--- src/rtl/eqn_serial_cmp_amisha_pkg.sv ---
// Shared definitions for the serial magnitude/equality comparator.
//   state_t     : FSM encoding (IDLE=0, CMP=1, DONE=2)
//   RES_*       : one-hot result encoding, bit order {lt, gt, eq}
//   cnt_width   : slice counter width, never narrower than one bit
//   res_from_gt : one-hot result for an unequal slice
package eqn_serial_cmp_amisha_pkg;

  typedef enum logic [1:0] {
    IDLE = 2'd0,
    CMP  = 2'd1,
    DONE = 2'd2
  } state_t;

  localparam logic [2:0] RES_NONE = 3'b000;
  localparam logic [2:0] RES_EQ   = 3'b001;
  localparam logic [2:0] RES_GT   = 3'b010;
  localparam logic [2:0] RES_LT   = 3'b100;

  function automatic int cnt_width(input int n);
    return (n > 1) ? $clog2(n) : 1;
  endfunction

  // An unequal slice is either greater or less, so one bit picks the code.
  function automatic logic [2:0] res_from_gt(input logic gt);
    return gt ? RES_GT : RES_LT;
  endfunction

endpackage

--- src/rtl/eqn_serial_cmp_amisha_slice_cmp.sv ---
// Combinational unsigned compare of one SLICE-bit slice.
//   x, y : slice operands
//   eq   : x == y
//   gt   : x >  y (unsigned)
// Equality is built from per-bit XNOR cells, the same structure as the
// old 1-bit eq unit, reduced with an AND.
module eqn_serial_cmp_amisha_slice_cmp #(
  parameter int SLICE = 2
) (
  input  logic [SLICE-1:0] x,
  input  logic [SLICE-1:0] y,
  output logic             eq,
  output logic             gt
);

  logic [SLICE-1:0] bit_eq;

  generate
    for (genvar gi = 0; gi < SLICE; gi++) begin : g_bit
      assign bit_eq[gi] = ~(x[gi] ^ y[gi]);
    end
  endgenerate

  assign eq = &bit_eq;
  assign gt = (x > y);

endmodule

--- src/rtl/eqn_serial_cmp_amisha.sv ---
// Multi-cycle unsigned magnitude/equality comparator, MSB slice first.
//   clk_amisha   : clock, rising edge
//   rst_n_amisha : synchronous active-low reset
//   start_amisha : request, only looked at in IDLE
//   a_amisha     : operand A, captured on accepted start
//   b_amisha     : operand B, captured on accepted start
//   busy_amisha  : high while slices are being compared
//   done_amisha  : one-cycle pulse, result flags valid
//   aeqb_amisha  : A == B
//   agtb_amisha  : A >  B
//   altb_amisha  : A <  B
// Result flags are registered; they are set on entry to DONE and held
// until the next accepted start clears them.
module eqn_serial_cmp_amisha
  import eqn_serial_cmp_amisha_pkg::*;
#(
  parameter int WIDTH      = 16,
  parameter int SLICE      = 2,
  parameter int EARLY_EXIT = 1
) (
  input  logic             clk_amisha,
  input  logic             rst_n_amisha,
  input  logic             start_amisha,
  input  logic [WIDTH-1:0] a_amisha,
  input  logic [WIDTH-1:0] b_amisha,
  output logic             busy_amisha,
  output logic             done_amisha,
  output logic             aeqb_amisha,
  output logic             agtb_amisha,
  output logic             altb_amisha
);

  localparam int NSLICE = WIDTH / SLICE;
  localparam int CW     = cnt_width(NSLICE);
  localparam logic [CW-1:0] LAST = CW'(NSLICE - 1);
  localparam bit EE_ON = (EARLY_EXIT != 0);

  generate
    if ((SLICE < 1) || (WIDTH < SLICE) || ((WIDTH % SLICE) != 0)) begin : g_bad_cfg
      $error("eqn_serial_cmp_amisha: WIDTH must be a non-zero multiple of SLICE");
    end
  endgenerate

  state_t            state_reg;
  state_t            state_next;
  logic [WIDTH-1:0]  a_sh_reg;
  logic [WIDTH-1:0]  b_sh_reg;
  logic [CW-1:0]     cnt_reg;
  logic              seen_reg;      // an unequal slice has already been found
  logic              first_gt_reg;  // direction of that first unequal slice
  logic [2:0]        res_reg;       // {lt, gt, eq}

  logic              slice_eq;
  logic              slice_gt;
  logic              last_slice;
  logic              exit_now;
  logic [2:0]        final_res;

  // Only the top slice is ever examined; the operands shift up under it.
  eqn_serial_cmp_amisha_slice_cmp #(
    .SLICE (SLICE)
  ) u_slice_cmp (
    .x  (a_sh_reg[WIDTH-1 -: SLICE]),
    .y  (b_sh_reg[WIDTH-1 -: SLICE]),
    .eq (slice_eq),
    .gt (slice_gt)
  );

  assign last_slice = (cnt_reg == LAST);
  assign exit_now   = last_slice || (EE_ON && !slice_eq);

  // The first difference decides the magnitude; later slices cannot change it.
  always_comb begin
    final_res = RES_EQ;
    if (EE_ON && !slice_eq) begin
      final_res = res_from_gt(slice_gt);
    end else if (seen_reg) begin
      final_res = res_from_gt(first_gt_reg);
    end else if (!slice_eq) begin
      final_res = res_from_gt(slice_gt);
    end
  end

  // State register
  always_ff @(posedge clk_amisha) begin
    if (!rst_n_amisha) begin
      state_reg <= IDLE;
    end else begin
      state_reg <= state_next;
    end
  end

  // Next-state logic
  always_comb begin
    state_next = state_reg;
    unique case (state_reg)
      IDLE:    if (start_amisha) state_next = CMP;
      CMP:     if (exit_now)     state_next = DONE;
      DONE:                      state_next = IDLE;
      default:                   state_next = IDLE;
    endcase
  end

  // Outputs
  always_comb begin
    busy_amisha = (state_reg == CMP);
    done_amisha = (state_reg == DONE);
    aeqb_amisha = res_reg[0];
    agtb_amisha = res_reg[1];
    altb_amisha = res_reg[2];
  end

  // Datapath: operand shifters, slice counter, sticky first difference, result.
  always_ff @(posedge clk_amisha) begin
    if (!rst_n_amisha) begin
      a_sh_reg     <= '0;
      b_sh_reg     <= '0;
      cnt_reg      <= '0;
      seen_reg     <= 1'b0;
      first_gt_reg <= 1'b0;
      res_reg      <= RES_NONE;
    end else begin
      unique case (state_reg)
        IDLE: begin
          if (start_amisha) begin
            a_sh_reg     <= a_amisha;
            b_sh_reg     <= b_amisha;
            cnt_reg      <= '0;
            seen_reg     <= 1'b0;
            first_gt_reg <= 1'b0;
            res_reg      <= RES_NONE;
          end
        end
        CMP: begin
          if (exit_now) begin
            res_reg <= final_res;
          end else begin
            a_sh_reg <= a_sh_reg << SLICE;
            b_sh_reg <= b_sh_reg << SLICE;
            cnt_reg  <= cnt_reg + CW'(1);
            if (!slice_eq && !seen_reg) begin
              seen_reg     <= 1'b1;
              first_gt_reg <= slice_gt;
            end
          end
        end
        default: begin
        end
      endcase
    end
  end

endmodule
--- config.mk ---
export PLATFORM = sky130hd
export DESIGN_NAME = eqn_serial_cmp_amisha
export DESIGN_NICKNAME = d
export VERILOG_FILES = /design/src/rtl/eqn_serial_cmp_amisha_pkg.sv /design/src/rtl/eqn_serial_cmp_amisha_slice_cmp.sv /design/src/rtl/eqn_serial_cmp_amisha.sv
export SDC_FILE = /design/constraint.sdc
export NUM_CORES = 1
export LEC_CHECK = 0
export ABC_AREA = 1
export CAP_MARGIN = 10
export CORE_MARGIN = 2
export CORE_UTILIZATION = 30
export CTS_CLUSTER_SIZE = 8
export DETAILED_ROUTE_END_ITERATION = 6
export DONT_BUFFER_PORTS = 1
export PLACE_DENSITY = 0.47
export SLEW_MARGIN = 0
export SYNTH_ARGS = -nofsm -noshare
export SYNTH_HDL_FRONTEND = slang
export SYNTH_HIERARCHICAL = 1
export SYNTH_SLANG_ARGS = --single-unit
--- constraint.sdc ---
create_clock -name clk_amisha -period 1.9 [get_ports clk_amisha]
set_input_delay 0.475 -clock clk_amisha [delete_from_list [all_inputs] [get_ports clk_amisha]]
set_output_delay 0.475 -clock clk_amisha [all_outputs]
set_load 0.1 [all_outputs]
After elaboration in Yosys (flattened, before gate mapping)
Index checks and enable logic that the tools add are counted.

Flip-flop bits (word level): 42. Input bits: 35. Logic and storage cells: 56.

Add/sub/neg operators: 1. $lt $le $gt $ge: 1. Equal/unequal tests: 7. Multiplexer cells: 25. Bitwise gates (word level): 4. Reduce and logical (&&, ||, !) cells: 11.

Operators by type and width (count): 16-bit 2-to-1 mux (4); 16-bit one-hot mux with 2 select lines (2); 3-bit 2-to-1 mux (7); 3-bit one-hot mux with 2 select lines (2); 3-bit AND reduction (2); 1-bit 2-to-1 mux (5); 2-bit 2-to-1 mux (2); 2-bit by 1-bit != test with 1-bit output (second input constant) (2); 2-bit != test (second input constant) (2); 1-bit one-hot mux with 2 select lines (2); 2-bit one-hot mux with 2 select lines (1); 2-bit AND reduction (2); 4-bit AND reduction (1); 3-bit by 1-bit adder with 3-bit output (second input constant) (1); 3-bit == test (second input constant) (1); 2-bit by 1-bit == test with 1-bit output (second input constant) (1); 2-bit == test (second input constant) (1); 2-bit > comparator (1); 1-bit logical NOT (2); 2-bit logical NOT (1); 1-bit NOT (2); 2-bit nonzero test (1); 1-bit XOR (2); 1-bit logical AND (1); 1-bit logical OR (1).

Depth between registers and ports, before layout
Depth after elaboration: 8. Mapped depth: 12.

By module
The synthesis kept the hierarchy.

Modules (own cells, without submodules): eqn_serial_cmp_amisha (instances 1, cells an instance 312, area each 2130.8 um2); eqn_serial_cmp_amisha_slice_cmp (instances 1, cells an instance 10, area each 60.1 um2).

Worst setup path after synthesis
Ideal clock, no wire load.

Path type: register -> output. From: reg state_reg[1]. To: out done_amisha. Arrival: 1785 ps. Required time: 1425 ps. Setup slack: -360 ps. Stages on the path, launching flop included: 3. Path buffers: 0. Path through: dfxtp_1 > inv_2 > nor2_1.

Longest elaborated chain between the ends: 1.

Ends and longest elaborated chain: start, declared (RTL line eqn_serial_cmp_amisha.sv:44) `state_t state_reg;`; start signal, assigned (RTL line eqn_serial_cmp_amisha.sv:89) `state_reg <= state_next;`; 2-bit == test (RTL line eqn_serial_cmp_amisha.sv:107) `done_amisha = (state_reg == DONE);`; end, declared (RTL line eqn_serial_cmp_amisha.sv:27) `output logic done_amisha,`.

Every way passes these cells.

Worst setup path after layout
From: reg state_reg[0]. To: out busy_amisha.

Longest elaborated chain between the ends: 1.

Ends and longest elaborated chain: 2-bit by 1-bit == test with 1-bit output (RTL line eqn_serial_cmp_amisha.sv:106) `busy_amisha = (state_reg == CMP);`; end, declared (RTL line eqn_serial_cmp_amisha.sv:26) `output logic busy_amisha,`.

Every way passes these cells.

==> results by group <==
Clock tree
  • CTS Hold Bufs: 0
  • Clk slew on worst S/H paths: about 0.08 ns
  • Clock tree root driver cell: clkbuf_8
  • PostCTS Resize Cnt: 0
  • H-tree depth: 2
  • Clock buffer depth: 2
  • Post-CTS Setup Bufs: 0
  • Clock sinks: between 40 and 50
  • Clock Latency Late Sink: 0.29 ns
  • CTS Buf Count: 5
  • CTS tree: yes

Setup path
  • CP endpoint kind: output pin
  • RR Endpoint: b_sh_reg[5]$_SDFFE_PN0P_
  • Setup crit start: state_reg[0]$_SDFFE_PN0P_
  • Critical path capture point: busy_amisha
  • Arrival time worst endpoint: roughly 1.3 ns
  • Worst endpoint required time: about 1.4 ns
  • Kind of start point of the critical path: flip-flop
  • Reg2reg setup slack: between 0.15 and 0.2 ns
  • Largest fanout on the critical path: 10
  • Reg-to-Reg Start: b_sh_reg[15]$_SDFFE_PN0P_
  • Reg2reg path depth: 11
  • Setup Crit Path Kind: flip-flop to output pin

Yosys
  • Mapped Area: 2190 µm²
  • Xor/xnor share of the synthesized area: 0%
  • Largest family of logic cells by synthesized area: simple AND/OR/NAND/NOR gates
  • Seq/Total Area, Yosys: between 30% and 40%
  • Mux contribution to synthesized area: 0%
  • Synth Area in Compound Gates: under 10%
  • Net count after synthesis: approximately 360
  • Post-synth cell types: 26
  • Mapped Cells: around 320
  • Simple-Gate Fraction of Synth Area: roughly two fifths
  • Synthesis-stage register bit count: 42
  • Average size of a mapped cell: 6.80 µm²
  • YS warnings: 6
  • Synth Area in Adders: under 10%

Drt
  • Avg WL per Cell: roughly 12 µm
  • Wirelength, routed: 4.94 mm
  • Via count: ~1900
  • Via density: around 4.5
  • DR DRC count: 0
  • DRT Pass-1 Iters: 4
  • Iter 0 DRT Violations: between 50 and 60
  • DRT antenna net count: 0

Global route
  • Initial antenna violation count: 0
  • First-pass GRT wire length: 8.46 mm
  • GRT Util Overall: between 10 and 15%
  • Global route overflow: 0
  • Vias in the first global route: 1816
  • Largest net degree at the start of global routing: 32

Min path
  • HP Start: rst_n_amisha
  • Hold Crit Class: input pin to flip-flop

STA
  • Min cycle time layout: 1.77 ns
  • Fin. Hold Viols: 0
  • Setup Skew: around 0.0051 ns
  • Max_slew headroom: between 60% and 70%
  • Final Setup Violations: 0
  • Unrepaired setup endpoints after global routing: false
  • Min Hold Slack: between 0.3 and 0.4 ns
  • F_max: ~570 MHz
  • Final TNS setup: 0 ns
  • Slew Limit Fails: 0
  • Final worst-path cycle share: 92.9%
  • Worst slew pin tran: around 0.5 ns

Die
  • Ports: 40
  • Core box area: 7180 µm²
  • Rows: 31
  • Die Area: 8000 µm²
  • Die height: a little under 90 µm
  • Horiz. Die Dim: 89.5 µm
  • Initial Util: 30.5%

Finish
  • # fillers: 812
  • Post-layout util: between 30% and 40%
  • Area growth syn-to-layout: 7.77%
  • N_diodes: 0
  • Final net count: approximately 360
  • Share of layout cells above drive strength 1: 10.6%

Flow run
  • Max-cap violation count: 0

Place
  • I/O Buffers: 0
  • Routability cong.: around 0.75
  • DP HPWL: 3.38 mm

Power and ir drop
  • Worst vdd ir: a little over 0.4 mV
  • Pwr dens: 1090 nW/µm²
  • P_leak: roughly 0.0011 µW

Outcome
  • Status: finished, final reports clean
[layout make-up]
cell class	count	area, µm²	share of cell area, %
multi-input combinational	232	1080	45.7
clock inverter	1	30.0	1.27
timing repair buffer	10	87.6	3.71
tap	99	124	5.25
sequential	42	841	35.6
clock buffer	6	82.6	3.50
inverter	31	116	4.93
[cells by family after synthesis]
kind of cell	count (synthesis)
adders and majority gates	4
DFF	42
and+or+nand+nor	202
AOI/OAI and AO/OA	26
buffers and inverters	48
[synthesized netlist by cell type]
cell,count,area share [%]
nand2_1,108,19
dfxtp_1,42,38
nand3_1,39,8.9
nor2_1,39,6.7
inv_1,27,4.6
o21ai_1,12,2.7
buf_6,9,4.6
a21oi_1,8,1.8
o21ai_0,5,1.1
ha_1,4,2.3
inv_2,4,0.69
nor2_4,4,2.1
clkbuf_1,3,0.51
buf_4,2,0.69
nand2_4,2,1.0
nand4_1,2,0.57
nor2_2,2,0.57
nor3_1,2,0.46
a21oi_2,1,0.40
buf_1,1,0.17
buf_12,1,0.91
buf_2,1,0.23
nand2_2,1,0.29
nand3_2,1,0.46
nand3b_1,1,0.34
nor2_8,1,0.91
[metal layers]
metal / vias to the layer above / global-route usage, % / share of wire [%]
li1: 1005 / - / -
met3: 2 / 3.97 / 4.5
met5: - / 0 / 0
met1: 851 / 17.1 / 47
met2: 29 / 22.8 / 48
met4: 0 / 2.85 / 0.43
[critical path, cell delays in order, from the launching register on]
cell	delay [ns]
dfxtp_1	0.45
inv_2	0.09
nor2_4	0.21
buf_12	0.24
[metrics by stage]
| step | setup WS, ns | cells | total power [µW] | area, µm² |
|---|---|---|---|---|
| after floorplan | 0.106 | 322 | 1780 | 2190 |
| after global placement | 0.198 | 414 | 1870 | 2250 |
| after detailed placement | 0.177 | 414 | 1870 | 2250 |
| after CTS | 0.101 | 421 | 2620 | 2360 |
| after global routing | 0.00270 | 421 | 2770 | 2360 |
| final | 0.134 | 421 | 2570 | 2360 |
[cell usage in the layout, fill, tap and decap left out]
cell / n
a21oi_1: 8
a21oi_2: 1
buf_12: 1
buf_4: 9
bufinv_16: 1
clkbuf_8: 6
dfxtp_1: 42
ha_1: 4
inv_1: 27
inv_2: 4
nand2_1: 108
nand2_2: 1
nand2_4: 2
nand3_1: 39
nand3_2: 1
nand3b_1: 1
nand4_1: 2
nor2_1: 38
nor2_2: 3
nor2_4: 4
nor2_8: 1
nor3_1: 2
o21ai_0: 5
o21ai_1: 12
[report_power, final]
group	internal (µW)	leakage, µW	switching [µW]
logic	258	0.000720	533
registers	1000	0.000345	47.6
clock network	421	0.0000573	315
total	1680	0.00112	895
[worst min path at each step]
stage                     depth (start not counted)                   endpoint  slack (ns)
after detailed placement                          2   a_sh_reg[8]$_SDFFE_PN0P_        0.43
after floorplan                                   2  a_sh_reg[14]$_SDFFE_PN0P_        0.42
after CTS                                         2  b_sh_reg[14]$_SDFFE_PN0P_        0.29
final                                             2   a_sh_reg[6]$_SDFFE_PN0P_        0.31
after global routing                              2  b_sh_reg[14]$_SDFFE_PN0P_        0.29
after global placement                            2   a_sh_reg[9]$_SDFFE_PN0P_        0.43
Note: power is estimated with default switching activity, not from simulation.
